File: src/rtl/seg7_scan_if.sv
// Bus bundle between a multiplexed 7-segment display tap and the scan decoder.
// Master side drives the display pins; slave side is the decoder.
interface seg7_scan_if #(
  parameter int NUM_DIGITS = 4
);
  logic [6:0]              seg_n;
  logic [NUM_DIGITS-1:0]   an_n;
  logic                    err_clr;
  logic [4*NUM_DIGITS-1:0] digits;
  logic [NUM_DIGITS-1:0]   digit_valid;
  logic                    update;
  logic [2:0]              update_idx;
  logic                    err_pattern;
  logic                    err_anode;

  modport master (
    output seg_n, an_n, err_clr,
    input  digits, digit_valid, update,
    input  update_idx, err_pattern, err_anode
  );

  modport slave (
    input  seg_n, an_n, err_clr,
    output digits, digit_valid, update,
    output update_idx, err_pattern, err_anode
  );
endinterface

File: src/rtl/seg7_scan_decoder.sv
// Recovers per-digit codes from a multiplexed active-low 7-segment bus.
// Optional: define SEG7_DECODE_HEX_EN to also accept A..F glyphs.
module seg7_scan_decoder #(
  parameter int NUM_DIGITS    = 4,
  parameter int STABLE_CYCLES = 16
) (
  input logic       clk,
  input logic       rst_n,
  seg7_scan_if.slave bus
);
  localparam int SW = NUM_DIGITS + 7;
  localparam int CW =
    (STABLE_CYCLES > 2) ? $clog2(STABLE_CYCLES) : 1;
  localparam logic [CW-1:0] CMAX = CW'(STABLE_CYCLES - 1);

  typedef enum logic [1:0] {
    IDLE,
    SETTLE,
    HOLD
  } state_t;

  logic [SW-1:0]           r_s1, r_s2, r_prev;
  logic [CW-1:0]           r_cnt;
  state_t                  r_state, w_next;
  logic [4*NUM_DIGITS-1:0] r_digits;
  logic [NUM_DIGITS-1:0]   r_valid;
  logic                    r_update;
  logic [2:0]              r_idx;
  logic                    r_errp, r_erra;

  logic                  w_chg, w_cap, w_an_idle;
  logic [NUM_DIGITS-1:0] w_low;
  logic [3:0]            w_nlow;
  logic [2:0]            w_idx;
  logic [4:0]            w_dec;
  logic                  w_blank, w_one, w_set_p, w_set_a;

  // {ok, code}; ok=0 for anything that is not a known glyph
  function automatic logic [4:0] f_dec(input logic [6:0] p);
    case (p)
      7'h40: f_dec = {1'b1, 4'h0};
      7'h79: f_dec = {1'b1, 4'h1};
      7'h24: f_dec = {1'b1, 4'h2};
      7'h30: f_dec = {1'b1, 4'h3};
      7'h19: f_dec = {1'b1, 4'h4};
      7'h12: f_dec = {1'b1, 4'h5};
      7'h02: f_dec = {1'b1, 4'h6};
      7'h78: f_dec = {1'b1, 4'h7};
      7'h00: f_dec = {1'b1, 4'h8};
      7'h10: f_dec = {1'b1, 4'h9};
`ifdef SEG7_DECODE_HEX_EN
      7'h08: f_dec = {1'b1, 4'hA};
      7'h03: f_dec = {1'b1, 4'hB};
      7'h46: f_dec = {1'b1, 4'hC};
      7'h21: f_dec = {1'b1, 4'hD};
      7'h06: f_dec = {1'b1, 4'hE};
      7'h0E: f_dec = {1'b1, 4'hF};
`endif
      default: f_dec = 5'd0;
    endcase
  endfunction

  assign w_low     = ~r_s2[SW-1:7];
  assign w_an_idle = (w_low == '0);
  assign w_chg     = (r_s2 != r_prev);
  assign w_dec     = f_dec(r_s2[6:0]);
  assign w_blank   = (r_s2[6:0] == 7'h7F);

  always_comb begin
    w_nlow = 4'd0;
    w_idx  = 3'd0;
    for (int i = 0; i < NUM_DIGITS; i++) begin
      if (w_low[i]) begin
        w_nlow = w_nlow + 4'd1;
        w_idx  = 3'(i);
      end
    end
  end

  always_comb begin
    w_next = r_state;
    w_cap  = 1'b0;
    unique case (r_state)
      IDLE: begin
        if (w_chg && !w_an_idle) w_next = SETTLE;
      end
      SETTLE: begin
        if (!w_chg && r_cnt == CMAX) begin
          w_cap  = 1'b1;
          w_next = HOLD;
        end
      end
      HOLD: begin
        if (w_chg) w_next = w_an_idle ? IDLE : SETTLE;
      end
      default: w_next = IDLE;
    endcase
  end

  assign w_one   = w_cap && (w_nlow == 4'd1);
  assign w_set_p = w_one && !w_dec[4] && !w_blank;
  assign w_set_a = w_cap && (w_nlow > 4'd1);

  always_ff @(posedge clk or negedge rst_n) begin
    if (!rst_n) begin
      r_s1    <= '1;
      r_s2    <= '1;
      r_prev  <= '1;
      r_cnt   <= '0;
      r_state <= IDLE;
    end else begin
      r_s1    <= {bus.an_n, bus.seg_n};
      r_s2    <= r_s1;
      r_prev  <= r_s2;
      r_state <= w_next;
      if (w_chg)
        r_cnt <= '0;
      else if (r_cnt != CMAX)
        r_cnt <= r_cnt + 1'b1;
    end
  end

  always_ff @(posedge clk or negedge rst_n) begin
    if (!rst_n) begin
      r_digits <= '0;
      r_valid  <= '0;
      r_update <= 1'b0;
      r_idx    <= 3'd0;
      r_errp   <= 1'b0;
      r_erra   <= 1'b0;
    end else begin
      r_update <= w_one;
      r_errp   <= (r_errp & ~bus.err_clr) | w_set_p;
      r_erra   <= (r_erra & ~bus.err_clr) | w_set_a;
      if (w_one) r_idx <= w_idx;
      for (int i = 0; i < NUM_DIGITS; i++) begin
        if (w_one && w_low[i]) begin
          r_valid[i] <= w_dec[4];
          if (w_dec[4]) r_digits[4*i +: 4] <= w_dec[3:0];
        end
      end
    end
  end

  assign bus.digits      = r_digits;
  assign bus.digit_valid = r_valid;
  assign bus.update      = r_update;
  assign bus.update_idx  = r_idx;
  assign bus.err_pattern = r_errp;
  assign bus.err_anode   = r_erra;
endmodule

File: src/flat_wrapper.sv
// flat-port wrapper written by rule: the top's interface ports become plain ports
module seg7_scan_decoder_flat 
#(
  parameter int NUM_DIGITS    = 4,
  parameter int STABLE_CYCLES = 16
)
  (clk, rst_n, bus_seg_n, bus_an_n, bus_err_clr, bus_digits, bus_digit_valid, bus_update, bus_update_idx, bus_err_pattern, bus_err_anode);
  seg7_scan_if #(.NUM_DIGITS(NUM_DIGITS)) bus_i ();
  input logic clk;
  input logic rst_n;
  input wire logic [$bits(bus_i.seg_n)-1:0] bus_seg_n;
  input wire logic [$bits(bus_i.an_n)-1:0] bus_an_n;
  input wire logic [$bits(bus_i.err_clr)-1:0] bus_err_clr;
  output wire logic [$bits(bus_i.digits)-1:0] bus_digits;
  output wire logic [$bits(bus_i.digit_valid)-1:0] bus_digit_valid;
  output wire logic [$bits(bus_i.update)-1:0] bus_update;
  output wire logic [$bits(bus_i.update_idx)-1:0] bus_update_idx;
  output wire logic [$bits(bus_i.err_pattern)-1:0] bus_err_pattern;
  output wire logic [$bits(bus_i.err_anode)-1:0] bus_err_anode;
  assign bus_i.seg_n = bus_seg_n;
  assign bus_i.an_n = bus_an_n;
  assign bus_i.err_clr = bus_err_clr;
  assign bus_digits = bus_i.digits;
  assign bus_digit_valid = bus_i.digit_valid;
  assign bus_update = bus_i.update;
  assign bus_update_idx = bus_i.update_idx;
  assign bus_err_pattern = bus_i.err_pattern;
  assign bus_err_anode = bus_i.err_anode;
  seg7_scan_decoder #(.NUM_DIGITS(NUM_DIGITS), .STABLE_CYCLES(STABLE_CYCLES)) u_core (.clk(clk), .rst_n(rst_n), .bus(bus_i));
endmodule
File: config.mk
export PLATFORM = sky130hd
export DESIGN_NAME = seg7_scan_decoder_flat
export DESIGN_NICKNAME = d
export VERILOG_FILES = /design/src/rtl/seg7_scan_if.sv /design/src/rtl/seg7_scan_decoder.sv /design/src/flat_wrapper.sv
export SDC_FILE = /design/constraint.sdc
export NUM_CORES = 1
export LEC_CHECK = 0
export BUFFER_PORTS_ARGS = -buffer_cell sky130_fd_sc_hd__buf_2
export CAP_MARGIN = 20
export CORE_MARGIN = 5
export CORE_UTILIZATION = 56
export DETAILED_ROUTE_END_ITERATION = 7
export GPL_TIMING_DRIVEN = 0
export HOLD_SLACK_MARGIN = 0.06
export PLACE_DENSITY_LB_ADDON = 0.25
export REMOVE_ABC_BUFFERS = 1
export SKIP_CTS_REPAIR_TIMING = 1
export SLEW_MARGIN = 20
export SYNTH_ARGS = -nofsm -noshare
export SYNTH_HDL_FRONTEND = slang
export SYNTH_SLANG_ARGS = --single-unit
File: constraint.sdc
create_clock -name clk -period 3.71 [get_ports clk]
set_input_delay 0.742 -clock clk [delete_from_list [all_inputs] [get_ports clk]]
set_output_delay 0.742 -clock clk [all_outputs]
set_load 0.02 [all_outputs]
==> results of run 1 <==
-- cell families after synthesis --
group / count (synthesis) / share of synthesized area, %
adder cells (fa/ha/maj): 5 / 2.19
AO/OA/AOI/OAI: 34 / 11.1
AND/OR/NAND/NOR: 67 / 13.5
other: 1 / 0.131
buffers and inverters: 21 / 3.81
multiplexers: 18 / 7.05
XOR/XNOR: 14 / 4.81
flip-flops: 64 / 57.5
-- critical path: stages, from the launching register on --
cell and delay, ps:
dfstp_2 640, inv_1 100, ha_1 330, xnor2_1 140, ha_1 290, nor3b_1 240
mux2_2 250, o21ai_2 140, a2111oi_4 470, mux2_2 390
-- flip-flops by register name, indices dropped and copies added (netlist names) --
name / count
u_core.bus.digits: 16
u_core.bus.update: 1
u_core.bus.update_idx: 2
u_core.bus.err_anode: 1
u_core.r_prev: 11
u_core.bus.digit_valid: 4
u_core.bus.err_pattern: 1
u_core.r_s1: 11
u_core.r_s2: 11
u_core.r_cnt: 4
u_core.r_state: 2
-- report_power, final --
group	total, mW	internal, mW	switching (mW)
Clock	0.648	0.359	0.289
Sequential	0.756	0.731	0.0244
Combinational	0.0793	0.0325	0.0468
-- final cells by class --
| class | instances | area (µm²) |
|---|---|---|
| fill | 398 | 1760 |
| sequential | 64 | 1640 |
| multi-input combinational | 139 | 1110 |
| timing repair buffer | 38 | 193 |
| clock buffer | 10 | 149 |
| tap | 70 | 87.6 |
| clock inverter | 6 | 72.6 |
| inverter | 9 | 33.8 |
-- worst min path at each step --
stage | end | depth (start not counted) | from | slack, ps
final | u_core.r_s2[3] | 0 | u_core.r_s1[3] | 350
after global routing | u_core.r_s2[7] | 0 | u_core.r_s1[7] | 360
after CTS | u_core.r_s2[3] | 0 | u_core.r_s1[3] | 360
after detailed placement | u_core.r_s2[7] | 0 | u_core.r_s1[7] | 350
after global placement | u_core.r_s2[2] | 0 | u_core.r_s1[2] | 350
after floorplan | u_core.r_s2[0] | 0 | u_core.r_s1[0] | 350
-- per-stage QoR --
stage	power (mW)	utilization, %	worst slack, ps
floorplan	0.812	-	873
global placement	0.844	60.7	657
detailed placement	0.847	60.8	601
CTS	1.50	65.2	607
global route	1.55	65.2	398
finish	1.48	65.2	610
-- layer usage --
layer  up-vias  wire [µm]  part of all wire, %
met2        49       2590                   50
met5         -          0                    0
met1       877       2180                   42
met3         9        332                  6.4
li1        859          -                    -
met4         0         62                  1.2
-- cells in the mapped netlist, types with 2 or more instances --
cell,count
dfstp_2,33
dfrtp_1,31
mux2_2,17
nor2_1,14
nand3_1,11
xor2_1,11
inv_1,9
nand2_1,9
o21ai_0,8
a21oi_1,7
nor3_1,7
a2111oi_4,5
ha_1,5
a21o_1,4
clkbuf_1,4
nand4_1,4
nor3b_1,4
and3_1,3
buf_2,3
buf_6,3
nand2b_1,2
nand3b_1,2
nor4_2,2
o21a_1,2
o22ai_1,2
o31ai_1,2
xnor2_1,2
==> metrics.cfg, run 1 <==
[placement]
portBuffers = 38
placed_area_um2 = 3060
post-place-cells = 320
gp_congestion = 0.795
dpl.hpwl_mm = 3.54

[clock_network]
htree_num_levels = 3
cts_num_sinks = 64
clk_pin_slew_worst_paths_ps = 80
root_buffer = clkbuf_8
clk_latency_ps = 340
cts_buffer_depth = 2
cts_tree = done
cts_buffers = 9

[setup_path]
worstRegToRegCells = 9
reg2reg_from = u_core.r_s2[8]
crit_required_ps = 3940
critPathLaunchType = flop
r2r_slack_ps = 610
end_kind = flop
worstSetupEndpoint = u_core.bus.digits[11]
reg2reg_to = u_core.bus.digits[11]
cp.arrival_ps = 3330
worstPathMaxFanout = 7
startpoint = u_core.r_s2[8]
crit_type = reg2reg

[yosys]
netlist_instances = 224
synth.distinct_cells = 45
synth_edf_count = 0
synth_top_area_share_pct = 30.3
synth.area.top_cells = dfstp_2 (30%), dfrtp_1 (27%), mux2_2 (6.7%)
syn_area_per_cell_um2 = 12.8
synthArstFlopShare_pct = 100
ys.flop_type = dfstp_2
ys_warn_count = 0
yosysTopAreaCell = dfstp_2
ys_ff_latch = 64
netlist_area_um2 = 2860
synth_seq_area_share_pct = 57.5

[run_status]
status = complete, no violations

[timing]
fin_crit_sh_pct = 83.6
hold_viol = 0
holdWs_ps = 355
worst_pin_slew_ps = 756
finClkSkew_ps = 5.32
max_freq_mhz = 323
min_period_ps = 3100
rsz0062_at_grt = no
slew_viol_final = 0
fin_tns_setup_ps = 0
finalSetupViolCount = 0
slew_headroom_pct = 49.6

[floorplanning]
die_x_um = 81.5
die_h_um = 81.5
dieArea_um2 = 6630
core_area_um2 = 5040
start_util_pct = 56.7
rows = 26
ios = 40

[global_route]
track_usage_pct = 17.5
met2_usage_pct = 27.3
grt_pass1_vias = 1803
antenna_found_initial = 0
use_met1_pct = 21.9
grt_max_degree = 65
grtUsageMet3_pct = 6.47
gr-total-overflow = 0
grt_pass1_wl_mm = 8.53
grt_most_used_layer = met2

[finish]
final_cell_mix = buf_2 (37), dfstp_2 (33), dfrtp_1 (31), mux2_2 (17), nor2_1 (14)
syn2layout_area_growth_pct = 14.9
final_area_um2 = 3290
layout_commonest_cell = buf_2
diodes = 0
fin_cells = 336
fin_nets = 280
drive_gt1_share_pct = 43.2

[routing]
drt-initial-drc-count = 75
drt-wirelength-per-cell_um = 15.4
vias_per_cell = 5.34
dr.pass1.iters = 4
postRouteAntennaNets = 0
wl_mm = 5.16
drcViolationCount = 0
route.vias.total = 1794

[min_path]
holdCritPathClass = reg2reg

[flow_run]
cap_viol_max_count = 0

[power_and_ir_drop]
p_leak_nw = 1.49
p_per_area_nw_per_um2 = 451
ir_drop_v = 0.000290

Note: power is estimated with default switching activity, not from simulation.
==> run 2, diff against run 1 <==
Settings changed: ABC_AREA from default to 1, CORE_UTILIZATION 56 to 51.
Clock period 3.71 ns to 2.6 ns, I/O delays scaled along.
==> run 2 against run 1 <==
  * The flow now finishes with violations (setup timing)
  * Maximum frequency increased by 19%
  * Clock skew rose by 4.7 ps
  * Via count up 20%
  * Total power is 46% higher
  * Core utilization is 2.9 points lower
  * First-iteration DRC count grew to 2.9 times the previous value
  * Flip-flop and latch count unchanged
  * Worst hold slack worse by 100 ps
  * Non-clock buffer count increased by 12
  * Setup slack got worse by 610 ps
  * Register-to-register slack worse by 610 ps
  * Die area is 6.8% higher
==> metrics.cfg, run 2 <==
[global_route]
antenna_found_initial = 0  ; unchanged
grt_pass1_vias = 2065  ; +15%
gr-total-overflow = 0  ; unchanged
track_usage_pct = 16.7  ; -0.80 points
grt_pass1_wl_mm = 9.33  ; +9.4%
grt_max_degree = 65  ; unchanged

[clock_network]
cts_buffers = 9  ; unchanged
htree_num_levels = 3  ; unchanged
cts_tree = done
clk_pin_slew_worst_paths_ps = 70  ; about the same
clk_latency_ps = 340  ; about the same
root_buffer = clkbuf_8
cts_buffer_depth = 2  ; unchanged
cts_num_sinks = 64  ; unchanged

[timing]
rsz0062_at_grt = yes
layout_setup_ws_ps = -2.86  ; -612 ps
hold_viol = 0  ; unchanged
worst_pin_slew_ps = 773  ; +16.7 ps
fin_tns_setup_ps = -2.86  ; -2.86 ps
finClkSkew_ps = 9.99  ; +4.67 ps
fin_crit_sh_pct = 100  ; +17 points
finalSetupViolCount = 1  ; +1
holdWs_ps = 255  ; -99.6 ps
slew_headroom_pct = 48.5  ; -1.1 points
min_period_ps = 2600  ; -498 ps
max_freq_mhz = 384  ; +19%
slew_viol_final = 0  ; unchanged

[routing]
wl_mm = 5.68  ; +10%
route.vias.total = 2160  ; +20%
drt-initial-drc-count = 214  ; +190%
dr.pass1.iters = 4  ; unchanged
drt-wirelength-per-cell_um = 13.3  ; -13%
postRouteAntennaNets = 0  ; unchanged
drcViolationCount = 0  ; unchanged
vias_per_cell = 5.06  ; -5.3%

[placement]
portBuffers = 38  ; unchanged
gp_congestion = 0.843  ; +6.1%
dpl.hpwl_mm = 3.73  ; +5.1%

[finish]
fin_nets = 370  ; +32%
nFillCells = 438  ; +10%
layout_commonest_cell = nand2_1
diodes = 0  ; unchanged
syn2layout_area_growth_pct = 20.7
drive_gt1_share_pct = 33.2  ; -10 points
largest_reg_flops = 16  ; unchanged
final_cell_mix = nand2_1 (96), buf_2 (37), dfstp_2 (33), dfrtp_1 (31), inv_1 (23)

[yosys]
synth.area.top_cells = dfstp_2 (31%), dfrtp_1 (28%), nand2_1 (13%)
ys_warn_count = 0  ; unchanged
synthArstFlopShare_pct = 100  ; unchanged
netlist_area_um2 = 2810  ; -1.9%
ys_ff_latch = 64  ; unchanged
syn_area_per_cell_um2 = 9.57  ; -25%
synth_top_area_share_pct = 30.9  ; +0.58 points
synthTopCellsByCount = nand2_1 (96), dfstp_2 (33), dfrtp_1 (31)
synth_edf_count = 0  ; unchanged
yosysMostFrequentCell = nand2_1
synth_seq_area_share_pct = 58.6  ; +1.1 points
yosysTopAreaCell = dfstp_2
netlist_instances = 293  ; +31%
ys.flop_type = dfstp_2
synth.distinct_cells = 33  ; -27%

[flow_run]
cap_viol_max_count = 0  ; unchanged

[min_path]
holdCritPathClass = in2async

[power_and_ir_drop]
p_per_area_nw_per_um2 = 637  ; +41%
p_comb_share_pct = 7.6  ; +2.2 points
swShare_pct = 23.0  ; -1.2 points
p_clk_share_pct = 42.8  ; -0.9 points
p_switching_uw = 497  ; +38%
ir_drop_v = 0.000451  ; +56%
p_leak_nw = 1.77  ; +19%
p_seq_share_pct = 49.6  ; -1.4 points
internal_power_mw = 1.66  ; +48%

[setup_path]
cp.arrival_ps = 2880  ; -450 ps
end_kind = flop
worstPathMaxFanout = 6  ; -1
crit_type = reg2reg
critPathLaunchType = flop
crit_required_ps = 2870  ; -1070 ps

[floorplanning]
die_h_um = 84.2  ; +3.3%
core_area_um2 = 5440  ; +7.9%
dieArea_um2 = 7080  ; +6.8%
start_util_pct = 51.6  ; -5.1 points
ios = 40  ; unchanged
die_x_um = 84.2  ; +3.3%
rows = 27  ; +3.8%

[run_status]
status = complete, but fails checks
violations = setup timing

## run 2: critical path, stage by stage, from the launching register on
cell,delay (ps)
dfstp_2,580
clkinvlp_4,160
ha_4,310
xor2_2,160
inv_1,70
ha_1,270
mux2i_1,120
nand2_1,120
nor2_4,210
nand4_1,250
buf_4,220
nand2_1,60
## run 2: worst paths after layout
path | from | to | slack (ps) | cells after the start
min in group clk | bus_seg_n[5] | u_core.r_s1[5] | 280 | 1
worst min register to register | u_core.r_s1[6] | u_core.r_s2[6] | 360 | 0
max in group asynchronous | rst_n | u_core.bus.digit_valid[1] | 1830 | 1
worst max register to register | u_core.r_s2[7] | u_core.bus.digit_valid[1] | -3 | 11
worst max-delay path | u_core.r_s2[7] | u_core.bus.digit_valid[1] | -3 | 11
worst min-delay path | rst_n | u_core.bus.err_pattern | 260 | 1
## run 2: layer usage
| layer | track usage (%) | vias to the layer above | share of wire (%) |
|---|---|---|---|
| li1 | - | 1067 | - |
| met1 | 22.1 | 999 | 42 |
| met2 | 25.6 | 84 | 48 |
| met3 | 5.50 | 10 | 8.1 |
| met4 | 6.14 | 0 | 1.7 |
| met5 | 0 | - | 0 |
## run 2: logic make-up after synthesis
logic type / Yosys count / synth area share [%]
AO/OA/AOI/OAI: 19 / 3.66
XOR/XNOR: 8 / 2.50
adder cells (fa/ha/maj): 5 / 2.23
buffers and inverters: 36 / 6.15
flip-flops: 64 / 58.6
multiplexers: 1 / 0.357
other: 1 / 0.134
AND/OR/NAND/NOR: 159 / 26.4
## run 2: area by class of cell
| type | count | area [µm²] | area share, % |
|---|---|---|---|
| flip-flops and latches | 64 | 1640 | 48.5 |
| clock buffers | 11 | 141 | 4.17 |
| well taps | 72 | 90.1 | 2.66 |
| inverters | 31 | 128 | 3.77 |
| clock inverters | 4 | 70.1 | 2.07 |
| multi-input cells | 195 | 1030 | 30.5 |
| repair buffers | 50 | 283 | 8.35 |
## run 2: metrics by stage
| step | setup slack, ps | power [mW] | instances | util [%] | cell area, µm² |
|---|---|---|---|---|---|
| 2_1_floorplan | 168 | 1.17 | 288 | - | 2750 |
| 3_3_place_gp | -146 | 1.21 | 398 | 55.8 | 3030 |
| 3_5_place_dp | -169 | 1.22 | 398 | 55.8 | 3040 |
| 4_1_cts | -189 | 2.15 | 413 | 59.7 | 3250 |
| 5_1_grt | -162 | 2.25 | 427 | 62.3 | 3390 |
| 6_report | -2.86 | 2.16 | 427 | 62.3 | 3390 |
## run 2: power groups by stage
stage          Sequential (mW)  Combinational (mW)  Clock [mW]
6_report                  1.07               0.164       0.924
5_1_grt                   1.07               0.187       0.992
4_1_cts                   1.07               0.134       0.943
3_5_place_dp              1.09               0.133           0
3_3_place_gp              1.08               0.129           0
2_1_floorplan             1.08              0.0868           0
